--- src/rtl/frame_row_scheduler_if.sv ---
// -----------------------------------------------------------------------------
// frame_row_scheduler_if
// Control/status bundle between the frame controller (master) and the
// frame_row_scheduler (slave).
//   master drives : ENABLE, ABORT, CLR_STATUS, EXT_ROW_MODE, ROWS, ROW_LEN,
//                   REC_DELAY, FSYNC_STROBE, R2S_STROBE
//   slave drives  : GEN_START, REC_START, ROW_IDX, FRAME_CNT, BUSY, DONE,
//                   OVERRUN, MISSED_R2S
// -----------------------------------------------------------------------------
interface frame_row_scheduler_if #(
   parameter int ROW_W   = 8,
   parameter int LEN_W   = 16,
   parameter int FRAME_W = 16,
   parameter int MISS_W  = 8
);
   logic               ENABLE;
   logic               ABORT;
   logic               CLR_STATUS;
   logic               EXT_ROW_MODE;
   logic [ROW_W-1:0]   ROWS;
   logic [LEN_W-1:0]   ROW_LEN;
   logic [LEN_W-1:0]   REC_DELAY;
   logic               FSYNC_STROBE;
   logic               R2S_STROBE;

   logic               GEN_START;
   logic               REC_START;
   logic [ROW_W-1:0]   ROW_IDX;
   logic [FRAME_W-1:0] FRAME_CNT;
   logic               BUSY;
   logic               DONE;
   logic               OVERRUN;
   logic [MISS_W-1:0]  MISSED_R2S;

   modport master (
      output ENABLE, ABORT, CLR_STATUS, EXT_ROW_MODE, ROWS, ROW_LEN, REC_DELAY,
             FSYNC_STROBE, R2S_STROBE,
      input  GEN_START, REC_START, ROW_IDX, FRAME_CNT, BUSY, DONE, OVERRUN,
             MISSED_R2S
   );

   modport slave (
      input  ENABLE, ABORT, CLR_STATUS, EXT_ROW_MODE, ROWS, ROW_LEN, REC_DELAY,
             FSYNC_STROBE, R2S_STROBE,
      output GEN_START, REC_START, ROW_IDX, FRAME_CNT, BUSY, DONE, OVERRUN,
             MISSED_R2S
   );
endinterface

--- src/rtl/frame_row_scheduler.sv ---
// -----------------------------------------------------------------------------
// frame_row_scheduler
// Sequences one detector frame of row readouts in the CLK_80 domain: issues
// GEN_START (seq_gen) and REC_START (seq_rec) per row, with rows triggered by
// R2S_STROBE or back-to-back from an internal row timer. Counts ignored row
// strobes and frame-sync overruns for diagnostics.
// Ports:
//   CLK   - CLK_80 domain clock
//   RST_N - asynchronous active-low reset
//   bus   - frame_row_scheduler_if.slave (config, strobes, starts, status)
//
// state    | meaning
// ---------+-------------------------------------------------------------
// IDLE     | disabled, waits for ENABLE
// ARMED    | waits for FSYNC_STROBE to latch config and start a frame
// ROW_WAIT | between rows, waits for the row trigger
// ROW_RUN  | row in progress, run_cnt counts 0 .. max(ROW_LEN,1)-1
// -----------------------------------------------------------------------------
module frame_row_scheduler #(
   parameter int ROW_W   = 8,
   parameter int LEN_W   = 16,
   parameter int FRAME_W = 16,
   parameter int MISS_W  = 8
) (
   input  logic                  CLK,
   input  logic                  RST_N,
   frame_row_scheduler_if.slave  bus
);

   typedef enum logic [1:0] {
      S_IDLE     = 2'd0,
      S_ARMED    = 2'd1,
      S_ROW_WAIT = 2'd2,
      S_ROW_RUN  = 2'd3
   } state_t;

   localparam logic [ROW_W-1:0]   ROW_ONE   = ROW_W'(1);
   localparam logic [LEN_W-1:0]   LEN_ONE   = LEN_W'(1);
   localparam logic [FRAME_W-1:0] FRAME_ONE = FRAME_W'(1);
   localparam logic [MISS_W-1:0]  MISS_ONE  = MISS_W'(1);

   state_t             state;
   logic [ROW_W-1:0]   rows_m1_sh;
   logic [LEN_W-1:0]   len_m1_sh;
   logic [LEN_W-1:0]   rec_idx_sh;
   logic               ext_sh;
   logic [LEN_W-1:0]   run_cnt;

   logic               gen_start;
   logic               rec_start;
   logic [ROW_W-1:0]   row_idx;
   logic [FRAME_W-1:0] frame_cnt;
   logic               busy;
   logic               done;
   logic               overrun;
   logic [MISS_W-1:0]  missed;

   logic [ROW_W-1:0]   rows_m1_in;
   logic [LEN_W-1:0]   len_m1_in;
   logic [LEN_W-1:0]   rec_idx_in;
   logic               row_trig;
   logic               miss_evt;
   logic               ovr_evt;

   always_comb begin
      rows_m1_in = '0;
      len_m1_in  = '0;
      rec_idx_in = '0;
      if (bus.ROWS != '0)
         rows_m1_in = bus.ROWS - ROW_ONE;
      if (bus.ROW_LEN != '0)
         len_m1_in = bus.ROW_LEN - LEN_ONE;
      // REC_START is clamped to the last run cycle so every row gets exactly one
      rec_idx_in = (bus.REC_DELAY > len_m1_in) ? len_m1_in : bus.REC_DELAY;
   end

   // Internal mode: ROW_WAIT is always a one-cycle trigger state.
   assign row_trig = (state == S_ROW_WAIT) && (ext_sh ? bus.R2S_STROBE : 1'b1);
   assign miss_evt = bus.R2S_STROBE &&
                     ((state == S_ROW_RUN) || ((state == S_ROW_WAIT) && !ext_sh));
   // The DONE cycle still belongs to the finishing frame.
   assign ovr_evt  = bus.FSYNC_STROBE && (busy || done);

   always_ff @(posedge CLK or negedge RST_N) begin
      if (!RST_N) begin
         state      <= S_IDLE;
         rows_m1_sh <= '0;
         len_m1_sh  <= '0;
         rec_idx_sh <= '0;
         ext_sh     <= 1'b0;
         run_cnt    <= '0;
         gen_start  <= 1'b0;
         rec_start  <= 1'b0;
         row_idx    <= '0;
         frame_cnt  <= '0;
         busy       <= 1'b0;
         done       <= 1'b0;
         overrun    <= 1'b0;
         missed     <= '0;
      end else begin
         gen_start <= 1'b0;
         rec_start <= 1'b0;
         done      <= 1'b0;

         if (bus.CLR_STATUS) begin
            overrun <= 1'b0;
            missed  <= '0;
         end

         if (bus.ABORT) begin
            state <= S_IDLE;
            busy  <= 1'b0;
         end else begin
            if (ovr_evt)
               overrun <= 1'b1;
            if (miss_evt) begin
               if (bus.CLR_STATUS)
                  missed <= MISS_ONE;
               else if (missed != '1)
                  missed <= missed + MISS_ONE;
            end

            case (state)
               S_IDLE: begin
                  if (bus.ENABLE)
                     state <= S_ARMED;
               end
               S_ARMED: begin
                  if (!bus.ENABLE) begin
                     state <= S_IDLE;
                  end else if (bus.FSYNC_STROBE && !done) begin
                     rows_m1_sh <= rows_m1_in;
                     len_m1_sh  <= len_m1_in;
                     rec_idx_sh <= rec_idx_in;
                     ext_sh     <= bus.EXT_ROW_MODE;
                     row_idx    <= '0;
                     busy       <= 1'b1;
                     state      <= S_ROW_WAIT;
                  end
               end
               S_ROW_WAIT: begin
                  if (row_trig) begin
                     state     <= S_ROW_RUN;
                     gen_start <= 1'b1;
                     rec_start <= (rec_idx_sh == '0);
                     run_cnt   <= '0;
                  end
               end
               S_ROW_RUN: begin
                  if (run_cnt == len_m1_sh) begin
                     if (row_idx == rows_m1_sh) begin
                        done      <= 1'b1;
                        frame_cnt <= frame_cnt + FRAME_ONE;
                        busy      <= 1'b0;
                        state     <= bus.ENABLE ? S_ARMED : S_IDLE;
                     end else begin
                        row_idx <= row_idx + ROW_ONE;
                        state   <= S_ROW_WAIT;
                     end
                  end else begin
                     run_cnt   <= run_cnt + LEN_ONE;
                     rec_start <= ((run_cnt + LEN_ONE) == rec_idx_sh);
                  end
               end
               default: state <= S_IDLE;
            endcase
         end
      end
   end

   assign bus.GEN_START  = gen_start;
   assign bus.REC_START  = rec_start;
   assign bus.ROW_IDX    = row_idx;
   assign bus.FRAME_CNT  = frame_cnt;
   assign bus.BUSY       = busy;
   assign bus.DONE       = done;
   assign bus.OVERRUN    = overrun;
   assign bus.MISSED_R2S = missed;

endmodule

--- src/flat_wrapper.sv ---
// flat-port wrapper written by rule: the top's interface ports become plain ports
module frame_row_scheduler_flat 
#(
   parameter int ROW_W   = 8,
   parameter int LEN_W   = 16,
   parameter int FRAME_W = 16,
   parameter int MISS_W  = 8
)
  (CLK, RST_N, bus_ENABLE, bus_ABORT, bus_CLR_STATUS, bus_EXT_ROW_MODE, bus_ROWS, bus_ROW_LEN, bus_REC_DELAY, bus_FSYNC_STROBE, bus_R2S_STROBE, bus_GEN_START, bus_REC_START, bus_ROW_IDX, bus_FRAME_CNT, bus_BUSY, bus_DONE, bus_OVERRUN, bus_MISSED_R2S);
  frame_row_scheduler_if #(.ROW_W(ROW_W), .LEN_W(LEN_W), .FRAME_W(FRAME_W), .MISS_W(MISS_W)) bus_i ();
  input  logic CLK;
  input  logic RST_N;
  input wire logic [$bits(bus_i.ENABLE)-1:0] bus_ENABLE;
  input wire logic [$bits(bus_i.ABORT)-1:0] bus_ABORT;
  input wire logic [$bits(bus_i.CLR_STATUS)-1:0] bus_CLR_STATUS;
  input wire logic [$bits(bus_i.EXT_ROW_MODE)-1:0] bus_EXT_ROW_MODE;
  input wire logic [$bits(bus_i.ROWS)-1:0] bus_ROWS;
  input wire logic [$bits(bus_i.ROW_LEN)-1:0] bus_ROW_LEN;
  input wire logic [$bits(bus_i.REC_DELAY)-1:0] bus_REC_DELAY;
  input wire logic [$bits(bus_i.FSYNC_STROBE)-1:0] bus_FSYNC_STROBE;
  input wire logic [$bits(bus_i.R2S_STROBE)-1:0] bus_R2S_STROBE;
  output wire logic [$bits(bus_i.GEN_START)-1:0] bus_GEN_START;
  output wire logic [$bits(bus_i.REC_START)-1:0] bus_REC_START;
  output wire logic [$bits(bus_i.ROW_IDX)-1:0] bus_ROW_IDX;
  output wire logic [$bits(bus_i.FRAME_CNT)-1:0] bus_FRAME_CNT;
  output wire logic [$bits(bus_i.BUSY)-1:0] bus_BUSY;
  output wire logic [$bits(bus_i.DONE)-1:0] bus_DONE;
  output wire logic [$bits(bus_i.OVERRUN)-1:0] bus_OVERRUN;
  output wire logic [$bits(bus_i.MISSED_R2S)-1:0] bus_MISSED_R2S;
  assign bus_i.ENABLE = bus_ENABLE;
  assign bus_i.ABORT = bus_ABORT;
  assign bus_i.CLR_STATUS = bus_CLR_STATUS;
  assign bus_i.EXT_ROW_MODE = bus_EXT_ROW_MODE;
  assign bus_i.ROWS = bus_ROWS;
  assign bus_i.ROW_LEN = bus_ROW_LEN;
  assign bus_i.REC_DELAY = bus_REC_DELAY;
  assign bus_i.FSYNC_STROBE = bus_FSYNC_STROBE;
  assign bus_i.R2S_STROBE = bus_R2S_STROBE;
  assign bus_GEN_START = bus_i.GEN_START;
  assign bus_REC_START = bus_i.REC_START;
  assign bus_ROW_IDX = bus_i.ROW_IDX;
  assign bus_FRAME_CNT = bus_i.FRAME_CNT;
  assign bus_BUSY = bus_i.BUSY;
  assign bus_DONE = bus_i.DONE;
  assign bus_OVERRUN = bus_i.OVERRUN;
  assign bus_MISSED_R2S = bus_i.MISSED_R2S;
  frame_row_scheduler #(.ROW_W(ROW_W), .LEN_W(LEN_W), .FRAME_W(FRAME_W), .MISS_W(MISS_W)) u_core (.CLK(CLK), .RST_N(RST_N), .bus(bus_i));
endmodule
--- config.mk ---
export PLATFORM = sky130hd
export DESIGN_NAME = frame_row_scheduler_flat
export DESIGN_NICKNAME = d
export VERILOG_FILES = /design/src/rtl/frame_row_scheduler_if.sv /design/src/rtl/frame_row_scheduler.sv /design/src/flat_wrapper.sv
export SDC_FILE = /design/constraint.sdc
export NUM_CORES = 1
export LEC_CHECK = 0
export CAP_MARGIN = 25
export CORE_ASPECT_RATIO = 2
export CORE_MARGIN = 2
export CORE_UTILIZATION = 60
export DETAILED_ROUTE_END_ITERATION = 10
export HOLD_SLACK_MARGIN = 0.15
export PLACE_DENSITY = 0.91
export SYNTH_ARGS = -nofsm -noshare
export SYNTH_HDL_FRONTEND = slang
export SYNTH_SLANG_ARGS = --single-unit
--- constraint.sdc ---
create_clock -name CLK -period 4.2 [get_ports CLK]
set_clock_uncertainty 0.15 [all_clocks]
set_input_delay 1.05 -clock CLK [delete_from_list [all_inputs] [get_ports CLK]]
set_output_delay 1.05 -clock CLK [all_outputs]
set_load 0.02 [all_outputs]
# == Word level (Yosys, flattened, before mapping) ==
# Cells that the tools add are included.
# word_totals
ff_bits,96
elab_cells,110
inputBits,48
# classes
n_eq_ne,20
n_addsub,6
reduce_logical,22
n_bitwise,1
n_mux,46
order_cmp,1
# ops
op,n
two-way mux 8 bit,10
two-way mux 16 bit,4
"adder 16 x 1 -> 16 bit, second input constant",2
equality test 16 bit,2
case mux 16 bit (2 select lines),1
two-way mux 1 bit,20
"adder 8 x 1 -> 8 bit, second input constant",2
greater-than comparator 16 bit,1
zero test 16 bit,1
case mux 8 bit (2 select lines),1
AND reduction 4 bit,4
nonzero test 16 bit,1
"subtractor 16 x 1 -> 16 bit, second input constant",1
two-way mux 2 bit,7
"!= test 3 bit, second input constant",4
equality test 8 bit,1
"!= test 2 bit, second input constant",4
"!= test 8 bit, second input constant",1
case mux 2 bit (4 select lines),1
nonzero test 8 bit,1
"subtractor 8 x 1 -> 8 bit, second input constant",1
"!= test 3 x 2 -> 1 bit, second input constant",2
AND reduction 6 bit,1
logical AND 1 bit,5
other kinds (12),18

# == Logic depth before layout (Yosys ltp) ==
# depth
depth_word,6
ltp_mapped,15
depth_no_buf,13

# == Worst setup path before layout ==
# No wires, ideal clock.
# synth_path
path_kind,input port to flip-flop
from,input bus_ROW_LEN[9]
to,register u_core.rec_idx_sh[4]
setup_slack_ns,-0.299
setup_time_ns,0.126
arrival_time_ns,4.223
cell_stages,12
cell_sequence,or4_1 -> nor4b_1 -> and4b_1 -> buf_4 -> a21oi_1 -> inv_1 -> ha_1 -> a21oi_1 -> a21boi_0 -> o31ai_1 -> nand2_1 -> a221o_1
# synth_between
elab_chain_len,4
word_cells_on_any_way,5
classes_between,1 x add/sub; 1 x order compare; 2 x mux; 1 x reduce/logical
# synth_rtl
item,line,rtl
start: declaration,flat_wrapper.sv:18,input wire logic [$bits(bus_i.ROW_LEN)-1:0] bus_ROW_LEN;
subtractor 16 x 1 -> 16 bit / nonzero test 16 bit (equally long branches),"frame_row_scheduler.sv:72, frame_row_scheduler.sv:71",
two-way mux 16 bit *,frame_row_scheduler.sv:71,if (bus.ROW_LEN != '0)
greater-than comparator 16 bit,frame_row_scheduler.sv:74,rec_idx_in = (bus.REC_DELAY > len_m1_in) ? len_m1_in : bus.REC_DELAY;
two-way mux 16 bit *,frame_row_scheduler.sv:74,
end signal: assignment,frame_row_scheduler.sv:134,rec_idx_sh <= rec_idx_in;
end: declaration,frame_row_scheduler.sv:45,logic [LEN_W-1:0] rec_idx_sh;
# Mark *: on every way between the ends. The rest lies on a longest branch, timed or not.
# A chain may end at the register's enable or synchronous reset.

# == Worst setup path in the final report ==
# layout_path
from,input bus_ROW_LEN[12]
to,register u_core.rec_idx_sh[8]
# The elaborated chain is that of the path after synthesis.

==> results.py <==
metrics = {
    "clock_network": {
        "htreeDepth": 3,
        "clkLatencyLatePin_ns": 0.36,
        "numCtsBuffers": 9,
        "cts_tree": "done",
        "clock_path_buffers": 2,
        "cts.sink_count": 96,
        "cts_hold_buffers": 0,
        "path_clk_slew_ns": 0.07,
        "clockRootBuffer": "clkbuf_16",
    },
    "sta": {
        "final.period_utilization_pct": 102.6,
        "period_needed_ns": 4.309,
        "finalSetupViolations": 9,
        "worst_pin_slew_ns": 0.8809,
        "slew_violations": 0,
        "slew-limit-headroom_pct": 41.13,
        "max_freq_mhz": 232.1,
        "hold_viol": 0,
        "finalWorstSetupSlack_ns": -0.1092,
    },
    "route": {
        "vias": 6302,
        "drt-initial-drc-count": 646,
        "drt-pass1-iter-count": 6,
        "drcViolationCount": 0,
        "routed_wl_microns": 19420,
        "ant_nets": 0,
        "post_drt_wl_per_cell_microns": 19.82,
        "vias_per_cell": 6.431,
    },
    "critical_path": {
        "crit_fanout": 14,
        "cp_num_cells": 13,
        "r2r_end": "u_core.bus.ROW_IDX[7]$_DFFE_PN0P_",
        "required_ns": 4.28,
        "cp.arrival_ns": 4.39,
        "cp_slowest_cell": "clkdlybuf4s50_1",
        "crit_path_frequent_cell": "buf_4",
        "path_cells": "clkdlybuf4s50_1 -> nor2_2 -> nor4b_4 -> and4b_2 -> buf_4 -> or2b_2 -> ha_1 -> nand4_1 -> buf_4 -> a21oi_1 -> o31a_4 -> nor3_1 -> a221o_1",
        "r2r_start": "u_core.run_cnt[2]$_DFFE_PN0P_",
        "reg2reg_depth": 7,
        "end_kind": "flop",
        "path_class": "in -> reg",
        "slowest_delay_ns": 0.56,
        "startpoint_type": "input pin",
        "cpLargestDelayFamily": "simple AND/OR/NAND/NOR gates",
        "cp_num_buf_inv": 3,
        "rrSetupSlack_ns": 1.19,
    },
    "logic_synthesis": {
        "synth_area_leader_cell": "dfrtp_1",
        "synth-xor-area-share_pct": 10.90,
        "syn_inst": 710,
        "synth-edff-count": 0,
        "yosys.area.top_type_share_pct": 39.33,
        "synth_top_family_by_area": "simple AND/OR/NAND/NOR gates",
        "synthTopCellsByArea": "dfrtp_1 (39%), xnor2_1 (7.7%), nand2_1 (5.7%)",
        "synthFlopType": "dfrtp_1",
        "synth_adder_area_share_pct": 4.711,
        "synth_compound_gate_area_share_pct": 15.40,
        "yosysSeqAreaShare_pct": 39.33,
        "synth.area.mux_share_pct": 1.434,
        "synthesis.area_sq_mm": 0.006108,
        "synth_simple_gate_area_share_pct": 23.97,
        "synthArstFlopShare_pct": 100.0,
        "yosys_warnings": 0,
        "ys_ff_latch": 96,
        "ys_types": 54,
        "syn_nets": 781,
        "syn_avg_cell_area_sq_um": 8.603,
    },
    "die": {
        "std_cell_rows": 52,
        "pin_count": 85,
        "die-area_sq_mm": 0.01105,
        "die_x_microns": 75.35,
        "start_util_pct": 60.96,
        "core-area_sq_mm": 0.01002,
        "chipHeight_microns": 146.7,
    },
    "finish": {
        "syn2layout_area_growth_pct": 32.32,
        "diodes": 0,
        "layout_common_cells": "dfrtp_1 (96), nand2_1 (92), clkdlybuf4s50_1 (72)",
        "layout_commonest_cell": "dfrtp_1",
        "final_layout_size_suffix_gt1_share_pct": 17.99,
        "nets": 911,
    },
    "placed_design": {
        "dp_hpwl_microns": 12960,
        "place_ws_ns": -0.7732,
        "place_congestion": 0.9779,
        "place.port_buffers": 84,
    },
    "status": {
        "violations": "setup timing",
        "outcome": "complete, but fails checks",
    },
    "global_route": {
        "grt_pass1_vias": 6408,
        "antenna_found_initial": 0,
        "grt_max_degree": 50,
        "grt_pass1_wl_microns": 29380,
        "grt_util_all_layers_pct": 34.29,
        "grt_overflow_total": 0,
    },
    "hold_path": {
        "hold_path.class": "reg -> reg",
        "hp-start": "u_core.bus.FRAME_CNT[15]$_DFFE_PN0P_",
        "min_path_cells": 1,
        "hold_path_end": "u_core.bus.FRAME_CNT[15]$_DFFE_PN0P_",
    },
    "power": {
        "vdd_drop_max_uv": 244.0,
        "p_total_uw": 2714,
        "power_density_mw_per_mm2": 335.7,
        "p_leak_uw": 0.003402,
    },
    "flow_run": {
        "max_cap_violations": 0,
    },
}
worst max-delay path by stage:
stage                    start                                 to  slack [ns]
5_1_grt         bus_ROW_LEN[1]   u_core.rec_idx_sh[8]$_DFFE_PN0P_       -0.18
3_5_place_dp    bus_ROW_LEN[9]  u_core.rec_idx_sh[15]$_DFFE_PN0P_       -0.77
3_3_place_gp    bus_ROW_LEN[9]   u_core.rec_idx_sh[3]$_DFFE_PN0P_       -0.55
4_1_cts         bus_ROW_LEN[8]   u_core.rec_idx_sh[8]$_DFFE_PN0P_       0.002
2_1_floorplan   bus_ROW_LEN[9]   u_core.rec_idx_sh[4]$_DFFE_PN0P_        0.01
6_report       bus_ROW_LEN[12]   u_core.rec_idx_sh[8]$_DFFE_PN0P_       -0.11
where the power goes:
part	internal, uW	switching (uW)	total [uW]
Sequential	1060	158	1220
Combinational	340	363	704
Clock	425	368	793
layer usage:
| metal | track usage [%] | up-vias | wire length (microns) |
|---|---|---|---|
| li1 | - | 2804 | - |
| met2 | 61.17 | 372 | 10470 |
| met5 | 0 | - | 0 |
| met1 | 34.23 | 2994 | 6269 |
| met4 | 23.51 | 0 | 1698 |
| met3 | 5.075 | 132 | 989 |
registers in the layout, summed over array words and instances (netlist names), 2 cells and up:
name and flops:
u_core.bus.FRAME_CNT 16, u_core.bus.MISSED_R2S 8, u_core.bus.ROW_IDX 8, u_core.len_m1_sh 16, u_core.rec_idx_sh 16, u_core.rows_m1_sh 8
u_core.run_cnt 16, u_core.state 2
repair_timing:
action / in CTS / in global routing
endpoints found under the setup margin: 16 / 16
gates resized for setup: 40 / 47
gates cloned: 1 / 0
setup buffers: 8 / 5
pin swaps: 14 / 19
area by class of cell:
type / count / area [sq um]
Tap cell: 135 / 168.9
Timing Repair Buffer: 154 / 1391
Sequential cell: 96 / 2402
Fill cell: 626 / 1937
Clock inverter: 6 / 47.55
Clock buffer: 10 / 239.0
Inverter: 30 / 112.6
Multi-Input combinational cell: 549 / 3721
stage by stage:
| step | hold slack [ns] | cell area, sq um | setup TNS (ns) | instances | utilization, % |
|---|---|---|---|---|---|
| 6_report | 0.3145 | 8083 | -0.6782 | 980 | 80.67 |
| 5_1_grt | 0.3463 | 8083 | -1.570 | 980 | 80.67 |
| 3_3_place_gp | 0.3068 | 7428 | -7.567 | 951 | 74.14 |
| 4_1_cts | 0.3202 | 7911 | 0 | 976 | 78.96 |
| 3_5_place_dp | 0.3071 | 7428 | -10.46 | 951 | 74.14 |
| 2_1_floorplan | 0.3110 | 6123 | 0 | 710 | - |
synth_stat cells (all sizes together), types with 9 or more instances:
master,n
dfrtp,96
nand2,93
o21ai,54
xnor2,54
nor2,42
nor3,32
inv,30
nand3,29
a21oi,26
nand4,25
ha,23
clkbuf,22
xor2,22
nor4,16
o211ai,16
a31oi,14
buf,13
o31ai,13
or4,10
a21o,9
logic make-up after synthesis:
logic type | count (synthesis)
mux | 8
buf+inv | 65
flops | 96
compound gates | 151
fa+ha+maj | 23
simple gates | 291
xor+xnor | 76
Note: power is estimated with default switching activity, not from simulation.
